--- src/rtl/video_pkg.sv ---
// Shared definitions for the parametrised raster timing generator.
// Latency: n/a (types, constants and a combinational helper only).
// Backpressure: n/a.
//
// Contents: mode encodings, standard timing sets, the aligned pipeline
// payload type and the colour bit-replication helper.
package video_pkg;

    typedef enum logic [1:0] {
        MODE_SRC   = 2'd0,
        MODE_BARS  = 2'd1,
        MODE_SOLID = 2'd2,
        MODE_CHECK = 2'd3
    } mode_e;

    localparam int CNT_W      = 12;
    localparam int TILE_IDX_W = 11;

    typedef struct packed {
        logic [CNT_W-1:0] h_active;
        logic [CNT_W-1:0] h_sync_start;
        logic [CNT_W-1:0] h_sync_end;
        logic [CNT_W-1:0] h_total;
        logic [CNT_W-1:0] v_active;
        logic [CNT_W-1:0] v_sync_start;
        logic [CNT_W-1:0] v_sync_end;
        logic [CNT_W-1:0] v_total;
    } timing_t;

    localparam timing_t TIMING_640X480_60 = '{
        12'd640,  12'd656,  12'd752,  12'd800,  12'd480,  12'd490,  12'd492,  12'd525};
    localparam timing_t TIMING_800X600_72 = '{
        12'd800,  12'd856,  12'd976,  12'd1040, 12'd600,  12'd637,  12'd643,  12'd666};
    localparam timing_t TIMING_1280X720_60 = '{
        12'd1280, 12'd1390, 12'd1430, 12'd1650, 12'd720,  12'd725,  12'd730,  12'd750};
    localparam timing_t TIMING_1920X1080_60 = '{
        12'd1920, 12'd2008, 12'd2052, 12'd2200, 12'd1080, 12'd1084, 12'd1089, 12'd1125};

    // Everything that must stay aligned with the pixel source's read latency.
    typedef struct packed {
        logic        hsync;
        logic        vsync;
        logic        blank;
        mode_e       mode;
        logic [23:0] rgb;
    } pipe_t;

    // Widen a 'bits'-wide component to 8 bits by repeating its bit pattern,
    // so full scale maps to 0xFF and zero stays 0x00.
    function automatic logic [7:0] expand_color(input logic [7:0] val, input int bits);
        logic [7:0] res;
        logic [2:0] idx;
        res = '0;
        for (int i = 0; i < 8; i++) begin
            idx        = 3'(bits - 1 - (i % bits));
            res[7 - i] = val[idx];
        end
        return res;
    endfunction

endpackage

--- src/rtl/video_timing_gen_if.sv ---
// Pixel-source link: tile-grid request out, source pixel back.
// Latency: source returns pix_* a fixed number of cycles after tile indices.
// Backpressure: none; the source must keep up with the pixel clock.
//
// master = timing generator, slave = image-processing pixel source.
interface video_timing_gen_if #(
    parameter int COLOR_BITS = 4
);
    logic [10:0]           tile_row_o;
    logic [10:0]           tile_col_o;
    logic                  pix_req_o;
    logic                  frame_start_o;
    logic                  line_start_o;
    logic [COLOR_BITS-1:0] pix_r_i;
    logic [COLOR_BITS-1:0] pix_g_i;
    logic [COLOR_BITS-1:0] pix_b_i;

    modport master (
        output tile_row_o, tile_col_o, pix_req_o, frame_start_o, line_start_o,
        input  pix_r_i, pix_g_i, pix_b_i
    );

    modport slave (
        input  tile_row_o, tile_col_o, pix_req_o, frame_start_o, line_start_o,
        output pix_r_i, pix_g_i, pix_b_i
    );
endinterface

--- src/rtl/video_delay_line.sv ---
// Fixed-depth shift register used to align timing with the source latency.
// Latency: DEPTH cycles (DEPTH=0 is a wire).
// Backpressure: none; shifts every cycle.
//
// Ports: i_clk, i_rst (async active-high, loads RST_VAL), i_dat -> o_dat.
module video_delay_line #(
    parameter int               WIDTH   = 1,
    parameter int               DEPTH   = 1,
    parameter logic [WIDTH-1:0] RST_VAL = '0
) (
    input  logic             i_clk,
    input  logic             i_rst,
    input  logic [WIDTH-1:0] i_dat,
    output logic [WIDTH-1:0] o_dat
);

    generate
        if (DEPTH == 0) begin : g_wire
            assign o_dat = i_dat;
        end else begin : g_shift
            logic [WIDTH-1:0] r_sr [DEPTH];

            always_ff @(posedge i_clk or posedge i_rst) begin
                if (i_rst) begin
                    for (int i = 0; i < DEPTH; i++) r_sr[i] <= RST_VAL;
                end else begin
                    r_sr[0] <= i_dat;
                    for (int i = 1; i < DEPTH; i++) r_sr[i] <= r_sr[i-1];
                end
            end

            assign o_dat = r_sr[DEPTH-1];
        end
    endgenerate

endmodule

--- src/rtl/video_timing_gen.sv ---
// Raster timing + tile-grid indexing + test patterns for the HDMI/DVI encoder.
// Latency: PIX_LATENCY+1 cycles from h/v counters to registered vga_* outputs.
// Backpressure: none; free-running at the pixel clock.
//
// Ports: clk_i/rst_i; mode_i/solid_rgb_i (latched at frame start);
// src (master) carries tile indices, pix_req, frame/line pulses out and the
// source pixel back; vga_* drive the encoder.
module video_timing_gen #(
    parameter int H_ACTIVE     = 1920,
    parameter int H_SYNC_START = 2008,
    parameter int H_SYNC_END   = 2052,
    parameter int H_TOTAL      = 2200,
    parameter int V_ACTIVE     = 1080,
    parameter int V_SYNC_START = 1084,
    parameter int V_SYNC_END   = 1089,
    parameter int V_TOTAL      = 1125,
    parameter int TILE_W       = 120,
    parameter int TILE_H       = 90,
    parameter int PIX_LATENCY  = 1,
    parameter int COLOR_BITS   = 4,
    parameter bit SYNC_POL     = 1'b1
) (
    input  logic                      clk_i,
    input  logic                      rst_i,
    input  logic [1:0]                mode_i,
    input  logic [23:0]               solid_rgb_i,
    video_timing_gen_if.master        src,
    output logic [7:0]                vga_red_o,
    output logic [7:0]                vga_green_o,
    output logic [7:0]                vga_blue_o,
    output logic                      vga_blank_o,
    output logic                      vga_hsync_o,
    output logic                      vga_vsync_o
);
    import video_pkg::*;

    localparam logic [11:0] HA_M1 = 12'(H_ACTIVE - 1);
    localparam logic [11:0] HA    = 12'(H_ACTIVE);
    localparam logic [11:0] HSS   = 12'(H_SYNC_START);
    localparam logic [11:0] HSE   = 12'(H_SYNC_END);
    localparam logic [11:0] HT_M1 = 12'(H_TOTAL - 1);
    localparam logic [11:0] VA_M1 = 12'(V_ACTIVE - 1);
    localparam logic [11:0] VA    = 12'(V_ACTIVE);
    localparam logic [11:0] VSS   = 12'(V_SYNC_START);
    localparam logic [11:0] VSE   = 12'(V_SYNC_END);
    localparam logic [11:0] VT_M1 = 12'(V_TOTAL - 1);
    localparam logic [11:0] TW_M1 = 12'(TILE_W - 1);
    localparam logic [11:0] TH_M1 = 12'(TILE_H - 1);
    localparam logic [11:0] BW_M1 = 12'(H_ACTIVE / 8 - 1);

    localparam pipe_t PIPE_IDLE = '{hsync: ~SYNC_POL, vsync: ~SYNC_POL, blank: 1'b1,
                                    mode: MODE_SRC, rgb: 24'h0};

    // Stage-0 state. r_run holds the counters at 0 for the first clock after
    // reset so that clock is the frame_start cycle for h=0, v=0.
    logic        r_run;
    logic [11:0] r_h, r_v, r_tx, r_ty, r_bar_cnt;
    logic [10:0] r_col, r_row;
    logic [2:0]  r_bar;
    mode_e       r_mode;
    logic [23:0] r_solid;

    logic        w_h_wrap, w_v_wrap, w_h_act, w_v_act, w_active, w_frame_start;
    mode_e       w_mode;
    logic [23:0] w_solid, w_pat;
    pipe_t       w_s0, w_dl;

    logic [7:0]  r_red, r_green, r_blue;
    logic        r_blank, r_hsync, r_vsync;

    assign w_h_wrap      = (r_h == HT_M1);
    assign w_v_wrap      = (r_v == VT_M1);
    assign w_h_act       = (r_h < HA);
    assign w_v_act       = (r_v < VA);
    assign w_active      = w_h_act && w_v_act;
    assign w_frame_start = r_run && (r_h == 12'd0) && (r_v == 12'd0);

    assign src.frame_start_o = w_frame_start;
    assign src.line_start_o  = r_run && (r_h == 12'd0);
    assign src.pix_req_o     = r_run && w_active;
    assign src.tile_col_o    = r_col;
    assign src.tile_row_o    = r_row;

    // The new mode applies from the frame-start pixel itself, not one later.
    assign w_mode  = w_frame_start ? mode_e'(mode_i) : r_mode;
    assign w_solid = w_frame_start ? solid_rgb_i : r_solid;

    always_ff @(posedge clk_i or posedge rst_i) begin
        if (rst_i) begin
            r_run <= 1'b0;  r_h <= '0;   r_v <= '0;   r_tx <= '0;  r_ty <= '0;
            r_col <= '0;    r_row <= '0; r_bar_cnt <= '0; r_bar <= '0;
            r_mode <= MODE_SRC;  r_solid <= '0;
        end else if (!r_run) begin
            r_run <= 1'b1;
        end else begin
            if (w_frame_start) begin
                r_mode  <= mode_e'(mode_i);
                r_solid <= solid_rgb_i;
            end
            r_h <= w_h_wrap ? 12'd0 : r_h + 12'd1;
            if (w_h_wrap) r_v <= w_v_wrap ? 12'd0 : r_v + 12'd1;

            // Column tile and colour-bar tracking restart at the end of the
            // active part of every line.
            if (w_h_wrap || r_h == HA_M1) begin
                r_tx <= '0;  r_col <= '0;  r_bar_cnt <= '0;  r_bar <= '0;
            end else if (w_h_act) begin
                if (r_tx == TW_M1) begin
                    r_tx  <= '0;
                    r_col <= r_col + 11'd1;
                end else begin
                    r_tx  <= r_tx + 12'd1;
                end
                // Bar 7 absorbs any remainder pixels.
                if (r_bar_cnt == BW_M1) begin
                    r_bar_cnt <= '0;
                    if (r_bar != 3'd7) r_bar <= r_bar + 3'd1;
                end else begin
                    r_bar_cnt <= r_bar_cnt + 12'd1;
                end
            end

            if (w_h_wrap) begin
                if (r_v == VA_M1 || w_v_wrap) begin
                    r_ty <= '0;  r_row <= '0;
                end else if (w_v_act) begin
                    if (r_ty == TH_M1) begin
                        r_ty  <= '0;
                        r_row <= r_row + 11'd1;
                    end else begin
                        r_ty  <= r_ty + 12'd1;
                    end
                end
            end
        end
    end

    always_comb begin
        w_pat = '0;
        case (w_mode)
            MODE_BARS:  w_pat = {{8{r_bar[2]}}, {8{r_bar[1]}}, {8{r_bar[0]}}};
            MODE_SOLID: w_pat = w_solid;
            MODE_CHECK: w_pat = {24{r_row[0] ^ r_col[0]}};
            default:    w_pat = '0;
        endcase
    end

    // Until the first post-reset clock the stage-0 word looks like reset so
    // no stale pixel enters the delay line.
    always_comb begin
        w_s0       = PIPE_IDLE;
        w_s0.mode  = w_mode;
        w_s0.rgb   = w_pat;
        if (r_run) begin
            w_s0.hsync = ((r_h >= HSS) && (r_h < HSE)) ^ ~SYNC_POL;
            w_s0.vsync = ((r_v >= VSS) && (r_v < VSE)) ^ ~SYNC_POL;
            w_s0.blank = ~w_active;
        end
    end

    video_delay_line #(
        .WIDTH   ($bits(pipe_t)),
        .DEPTH   (PIX_LATENCY),
        .RST_VAL (PIPE_IDLE)
    ) u_align (
        .i_clk (clk_i),
        .i_rst (rst_i),
        .i_dat (w_s0),
        .o_dat (w_dl)
    );

    always_ff @(posedge clk_i or posedge rst_i) begin
        if (rst_i) begin
            r_hsync <= ~SYNC_POL;  r_vsync <= ~SYNC_POL;  r_blank <= 1'b1;
            r_red   <= '0;         r_green <= '0;         r_blue  <= '0;
        end else begin
            r_hsync <= w_dl.hsync;
            r_vsync <= w_dl.vsync;
            r_blank <= w_dl.blank;
            if (w_dl.blank) begin
                {r_red, r_green, r_blue} <= '0;
            end else if (w_dl.mode == MODE_SRC) begin
                r_red   <= expand_color(8'(src.pix_r_i), COLOR_BITS);
                r_green <= expand_color(8'(src.pix_g_i), COLOR_BITS);
                r_blue  <= expand_color(8'(src.pix_b_i), COLOR_BITS);
            end else begin
                {r_red, r_green, r_blue} <= w_dl.rgb;
            end
        end
    end

    assign vga_red_o   = r_red;
    assign vga_green_o = r_green;
    assign vga_blue_o  = r_blue;
    assign vga_blank_o = r_blank;
    assign vga_hsync_o = r_hsync;
    assign vga_vsync_o = r_vsync;

endmodule
--- src/flat_wrapper.sv ---
// flat-port wrapper written by rule: the top's interface ports become plain ports
module video_timing_gen_flat import video_pkg::*;
#(
    parameter int H_ACTIVE     = 1920,
    parameter int H_SYNC_START = 2008,
    parameter int H_SYNC_END   = 2052,
    parameter int H_TOTAL      = 2200,
    parameter int V_ACTIVE     = 1080,
    parameter int V_SYNC_START = 1084,
    parameter int V_SYNC_END   = 1089,
    parameter int V_TOTAL      = 1125,
    parameter int TILE_W       = 120,
    parameter int TILE_H       = 90,
    parameter int PIX_LATENCY  = 1,
    parameter int COLOR_BITS   = 4,
    parameter bit SYNC_POL     = 1'b1
)
  (clk_i, rst_i, mode_i, solid_rgb_i, vga_red_o, vga_green_o, vga_blue_o, vga_blank_o, vga_hsync_o, vga_vsync_o, src_tile_row_o, src_tile_col_o, src_pix_req_o, src_frame_start_o, src_line_start_o, src_pix_r_i, src_pix_g_i, src_pix_b_i);
  video_timing_gen_if #(.COLOR_BITS(COLOR_BITS)) src_i ();
  input  logic clk_i;
  input  logic rst_i;
  input  logic [1:0] mode_i;
  input  logic [23:0] solid_rgb_i;
  output logic [7:0] vga_red_o;
  output logic [7:0] vga_green_o;
  output logic [7:0] vga_blue_o;
  output logic vga_blank_o;
  output logic vga_hsync_o;
  output logic vga_vsync_o;
  output wire logic [$bits(src_i.tile_row_o)-1:0] src_tile_row_o;
  output wire logic [$bits(src_i.tile_col_o)-1:0] src_tile_col_o;
  output wire logic [$bits(src_i.pix_req_o)-1:0] src_pix_req_o;
  output wire logic [$bits(src_i.frame_start_o)-1:0] src_frame_start_o;
  output wire logic [$bits(src_i.line_start_o)-1:0] src_line_start_o;
  input wire logic [$bits(src_i.pix_r_i)-1:0] src_pix_r_i;
  input wire logic [$bits(src_i.pix_g_i)-1:0] src_pix_g_i;
  input wire logic [$bits(src_i.pix_b_i)-1:0] src_pix_b_i;
  assign src_tile_row_o = src_i.tile_row_o;
  assign src_tile_col_o = src_i.tile_col_o;
  assign src_pix_req_o = src_i.pix_req_o;
  assign src_frame_start_o = src_i.frame_start_o;
  assign src_line_start_o = src_i.line_start_o;
  assign src_i.pix_r_i = src_pix_r_i;
  assign src_i.pix_g_i = src_pix_g_i;
  assign src_i.pix_b_i = src_pix_b_i;
  video_timing_gen #(.H_ACTIVE(H_ACTIVE), .H_SYNC_START(H_SYNC_START), .H_SYNC_END(H_SYNC_END), .H_TOTAL(H_TOTAL), .V_ACTIVE(V_ACTIVE), .V_SYNC_START(V_SYNC_START), .V_SYNC_END(V_SYNC_END), .V_TOTAL(V_TOTAL), .TILE_W(TILE_W), .TILE_H(TILE_H), .PIX_LATENCY(PIX_LATENCY), .COLOR_BITS(COLOR_BITS), .SYNC_POL(SYNC_POL)) u_core (.clk_i(clk_i), .rst_i(rst_i), .mode_i(mode_i), .solid_rgb_i(solid_rgb_i), .src(src_i), .vga_red_o(vga_red_o), .vga_green_o(vga_green_o), .vga_blue_o(vga_blue_o), .vga_blank_o(vga_blank_o), .vga_hsync_o(vga_hsync_o), .vga_vsync_o(vga_vsync_o));
endmodule
--- config.mk ---
export PLATFORM = sky130hd
export DESIGN_NAME = video_timing_gen_flat
export DESIGN_NICKNAME = d
export VERILOG_FILES = /design/src/rtl/video_pkg.sv /design/src/rtl/video_timing_gen_if.sv /design/src/rtl/video_delay_line.sv /design/src/rtl/video_timing_gen.sv /design/src/flat_wrapper.sv
export SDC_FILE = /design/constraint.sdc
export NUM_CORES = 1
export LEC_CHECK = 0
export BUFFER_PORTS_ARGS = -buffer_cell sky130_fd_sc_hd__buf_2
export CAP_MARGIN = 40
export CORE_AREA = 2 2 145 147
export CTS_BUF_LIST = sky130_fd_sc_hd__clkbuf_4 sky130_fd_sc_hd__clkbuf_8
export DETAILED_ROUTE_END_ITERATION = 12
export DIE_AREA = 0 0 147 149
export GPL_TIMING_DRIVEN = 0
export HOLD_SLACK_MARGIN = 0.03
export PLACE_DENSITY = 0.57
export SLEW_MARGIN = 20
export SYNTH_ARGS = -nofsm -noshare
export SYNTH_HDL_FRONTEND = slang
export SYNTH_SLANG_ARGS = --single-unit
export TNS_END_PERCENT = 10
--- constraint.sdc ---
create_clock -name clk_i -period 11.3 [get_ports clk_i]
set_input_delay 1.695 -clock clk_i [delete_from_list [all_inputs] [get_ports clk_i]]
set_output_delay 1.695 -clock clk_i [all_outputs]
set_load 0.01 [all_outputs]
== Word level (Yosys, flattened, before mapping) ==
Index checks and enable logic that the tools add are counted.
W data, S select, Z words.
Storage, ports and cells
  bits in registers: 168
  input bits: 40
  output and inout bits: 52
  logic and storage cells: 99
Operators by class
  add/subtract/negate cells: 8
  magnitude comparators: 6
  equality and inequality tests: 11
  mux-type cells: 31
  bitwise gates (word level): 2
  reductions and logical operators: 23
Operators by type and width (number)
  $mux W12: 11
  $pmux W24 S3: 1
  $mux W11: 6
  $add A12 B1 Y12 const B: 5
  $mux W8: 6
  $eq A12 B11 Y1 const B: 3
  $lt A12 B11 Y1 const B: 3
  $eq A12 B7 Y1 const B: 2
  $ge A12 B11 Y1 const B: 2
  $logic_not A12 Y1: 2
  $mux W24: 1
  $add A11 B1 Y11 const B: 2
  $mux W3: 5
  $eq A12 B12 Y1 const B: 1
  $eq A12 B8 Y1 const B: 1
  $lt A12 B12 Y1 const B: 1
  $reduce_bool A2 Y1: 6
  $reduce_and A4 Y1: 2
  $logic_and A1 B1 Y1: 6
  $reduce_and A3 Y1: 2
  $eq A2 B2 Y1 const B: 2
  $reduce_and A2 Y1: 2
  $add A3 B1 Y3 const B: 1
  $ne A3 B3 Y1 const B: 1
  other kinds (6): 7

== Longest topological paths before layout ==
  depth in word-level cells: 6
  depth in mapped cells: 9
  gate-level depth less buffers: 9

== Hierarchy ==
A second synthesis with hierarchy kept.
Second synthesis, totals
  cells, all modules: 783
  area total of the unflattened synthesis: 7837.5 um2
Modules (own cells, without submodules)
  video_timing_gen: instances 1, cells an instance 753, area each 7106.8 um2, seq. area each 3479.6 um2
  video_delay_line: instances 1, cells an instance 30, area each 730.7 um2, seq. area each 726.9 um2

== Least setup slack after synthesis ==
OpenSTA, ideal clock, no wires.
  path kind: reg2out
  start: register u_core.r_v[0]
  end: output port src_frame_start_o
  data arrival time: 1658 ps
  data required time: 9605 ps
  path slack: 7947 ps
  stages on the path, launching flop included: 8
  path buffers: 1
  cell sequence: dfrtp_1 > inv_1 > ha_1 > nor3b_1 > nor3b_2 > nand4_4 > inv_2 > clkbuf_1
Between the ends
  longest elaborated chain between the ends: 2
RTL lines
  start, declared: line video_timing_gen.sv:57  | logic [11:0] r_h, r_v, r_tx, r_ty, r_bar_cnt;
  start signal, assigned: line video_timing_gen.sv:101  | if (w_h_wrap) r_v <= w_v_wrap ? 12'd0 : r_v + 12'd1;
  $logic_not A12 Y1: line video_timing_gen.sv:76  | assign w_frame_start = r_run && (r_h == 12'd0) && (r_v == 12'd0);
  $logic_and A1 B1 Y1: line video_timing_gen.sv:76
  end, declared: line flat_wrapper.sv:33  | output wire logic [$bits(src_i.frame_start_o)-1:0] src_frame_start_o;
Every way passes these cells.

== Worst setup path in the final report ==
Ends and elaborated chain as after synthesis.

==> results_dict.tcl <==
set metrics [dict create \
    status "completed" \
    rsz0062_at_grt "no" \
    drt_drc_violations_left 0 \
    clkTransAtPathRegs_ns 0.10 \
    wl_per_cell_um 15.1 \
    rr_worst_depth 8 \
    synthCells 825 \
    period_needed_ns 4.33 \
    total_power_w 0.00158 \
    crit_end "src_frame_start_o" \
    grt_pass1_wl_um 30900 \
    grt_pass1_vias 6015 \
    arrival_ns 2.64 \
    cp_slowest_cell "dfrtp_1" \
    worstSetupPathType "reg2out" \
    wl_um 18400 \
    die_h_um 149 \
    post-dp-hpwl_um 12900 \
    fin_util_pct 45.2 \
    fillerInstances 2025 \
    vias 6285 \
    synth_top_cells_by_area "dfrtp_1 52%, nand2_1 8.0%, a311o_1 3.0%, and3_1 2.8%, a21oi_1 2.6%" \
    worstSetupStartpointType "flip-flop" \
    antenna_found_initial 0 \
    drt-pass1-iter-count 5 \
    drive_above_1_share_pct 17.0 \
    avgSynthCellArea_um2 9.73 \
    synth_edf_count 0 \
    synth_seq_area_share_pct 52.4 \
    setup_ws_ns 6.97 \
    tns_ns 0 \
    syn-num-nets 877 \
    place_area_um2 8860 \
    fin_worst_skew_ns 0.0177 \
    ys_warn_count 0 \
    ys_seq_elements 168 \
    io_pins 92 \
    worst_pin_slew_ns 0.774 \
    hp-class "reg2reg" \
    hold_depth 0 \
    pwr_density_cell_nw_per_um2 170 \
    hold_viol 0 \
    gp_congestion 0.793 \
    synth.cell_area_um2 8030 \
    cts_made_buffers 17 \
    postCtsHoldBufs 0 \
    cp_num_cells 8 \
    viasPerCell 5.13 \
    cts_root_buffer "clkbuf_8" \
    clkSinkCount 168 \
    cp_max_fo 10 \
    critPathLaunch "u_core.r_v[0]" \
    diodes 0 \
    cp-end-kind "primary output" \
    ir_worst_vdd_mv 0.0758 \
    setup_viol 0 \
    synthDistinctLibCells 69 \
    cts_setup_buffers 0 \
    die_w_um 147 \
    path_cells "inv_1, ha_1, nor3b_1, nor3b_2, nand4_4, inv_2, clkbuf_1, buf_2" \
    fin_crit_sh_pct 38.4 \
    slew_violations 0 \
    synth_top_area_share_pct 51.8 \
    regToRegStartpoint "u_core.r_run" \
    die-area_um2 21900 \
    ant_nets 0 \
    drt_iter0_drc 407 \
    synth_top_area_cell "dfrtp_1" \
    reg2reg_to "u_core.r_tx[10]" \
    fin_nets 988 \
    synthArstFlopShare_pct 100 \
    core_um2 20600 \
    critPathBufInv 4 \
    worst_skew_pair.late_latency_ns 0.48 \
    p_leak_nw 4.45 \
    maxCapViolations 0 \
    postLayoutCellArea_um2 9290 \
    grt_start_max_net_pins 104 \
    crit_path_max_incr_delay_ns 0.43 \
    num_rows 53 \
    ctsHtreeMaxLevel 4 \
    initial_core_util_pct 39.0 \
    grt_usage_pct 17.6 \
    critPathTopFamily "buffers and inverters" \
    slew_headroom_pct 47.9 \
    post_cts_resized 0 \
    final_cell_mix "172 x nand2_1, 166 x dfrtp_1, 96 x buf_2, 46 x nor2_1, 42 x a21oi_1" \
    gr-total-overflow 0 \
    io_buffers 91 \
    fmax_mhz 231 \
    syn_to_final_growth_pct 15.7 \
    cp_data_required_time_ns 9.61 \
    synthFlopType "dfrtp_1" \
    tritoncts "built" \
    r2r_slack_ns 8.59 \
    clockBufferDepth 2 \
    layout_commonest_cell "nand2_1" \
    pre_cts_ws_ns 7.44 \
]
==> logic make-up (layout without fill, tap and decap cells) <==
group / after synthesis / after routing / share of synthesized area, %
mux: 5 / 5 / 0.655
flops: 168 / 168 / 52.4
compound gates: 150 / 150 / 13.0
other cells: 1 / 1 / 0.0467
fa+ha+maj: 12 / 12 / 1.87
buf+inv: 56 / 180 / 2.85
xor+xnor: 40 / 40 / 4.36
simple gates: 393 / 393 / 24.8
==> per-layer routing <==
layer,global-route usage [%],part of all wire (%),vias up
met5,0,0,-
met4,6.30,1.8,0
met3,3.46,3.4,18
met2,26.9,45,129
met1,25.0,50,2999
li1,-,-,3139
==> synth_stat cells, types with 3 or more instances <==
cell / n
nor2_1: 46
nand3b_1: 3
mux2i_1: 3
o21ai_0: 33
or3_1: 9
nor3b_1: 6
inv_1: 14
or4_1: 10
nand2_1: 172
dfrtp_1: 166
nor2b_1: 6
xnor2_1: 18
a311o_1: 24
nand3_1: 39
and4_1: 5
and3_1: 36
nand4_1: 11
o211ai_1: 5
clkbuf_1: 32
and2_1: 10
nor3_1: 12
xor2_1: 22
o31ai_1: 16
a21o_1: 7
ha_1: 12
nand2b_1: 5
buf_2: 5
a21oi_1: 42
==> metrics by stage <==
step                      std cells  hold slack (ns)
after floorplan                 825            0.331
after CTS                      1224            0.360
after global placement         1191            0.333
final                          1224            0.359
after detailed placement       1192            0.338
after global routing           1224            0.377
==> sequential cells by signal (all words and copies together) (netlist names), 2 cells and up <==
| name | flops |
|---|---|
| u_core.src.tile_row_o | 11 |
| u_core.vga_red_o | 8 |
| u_core.vga_green_o | 8 |
| u_core.r_tx | 12 |
| u_core.r_ty | 12 |
| u_core.r_bar | 3 |
| u_core.r_solid | 24 |
| u_core.src.tile_col_o | 11 |
| u_core.r_mode | 2 |
| u_core.r_h | 12 |
| u_core.vga_blue_o | 8 |
| u_core.u_align.o_dat | 29 |
| u_core.r_bar_cnt | 12 |
| u_core.r_v | 12 |
==> layout make-up <==
| type | count | area (um2) | area share [%] |
|---|---|---|---|
| Inverter | 15 | 63.8 | 0.687 |
| Sequential cell | 168 | 4210 | 45.3 |
| Clock buffer | 17 | 234 | 2.52 |
| Tap cell | 275 | 344 | 3.71 |
| Clock inverter | 15 | 191 | 2.06 |
| Timing Repair Buffer | 92 | 483 | 5.20 |
| Multi-Input combinational cell | 601 | 3590 | 38.7 |
| Buffer | 41 | 173 | 1.86 |
==> power breakdown <==
part	switching, W	internal, W	total, W
logic	0.000199	0.000142	0.000342
clock network	0.000271	0.000174	0.000444
registers	0.0000666	0.000729	0.000795
total	0.000537	0.00104	0.00158
==> worst min-delay path by stage <==
stage,startpoint,endpoint,slack [ns]
global placement,u_core.u_align.o_dat[27],u_core.vga_vsync_o,0.33
detailed placement,u_core.u_align.o_dat[28],u_core.vga_hsync_o,0.34
floorplan,u_core.u_align.o_dat[28],u_core.vga_hsync_o,0.33
CTS,u_core.u_align.o_dat[28],u_core.vga_hsync_o,0.36
global route,u_core.u_align.o_dat[28],u_core.vga_hsync_o,0.38
finish,u_core.u_align.o_dat[28],u_core.vga_hsync_o,0.36
No activity file was read; power rests on OpenSTA's default activity.
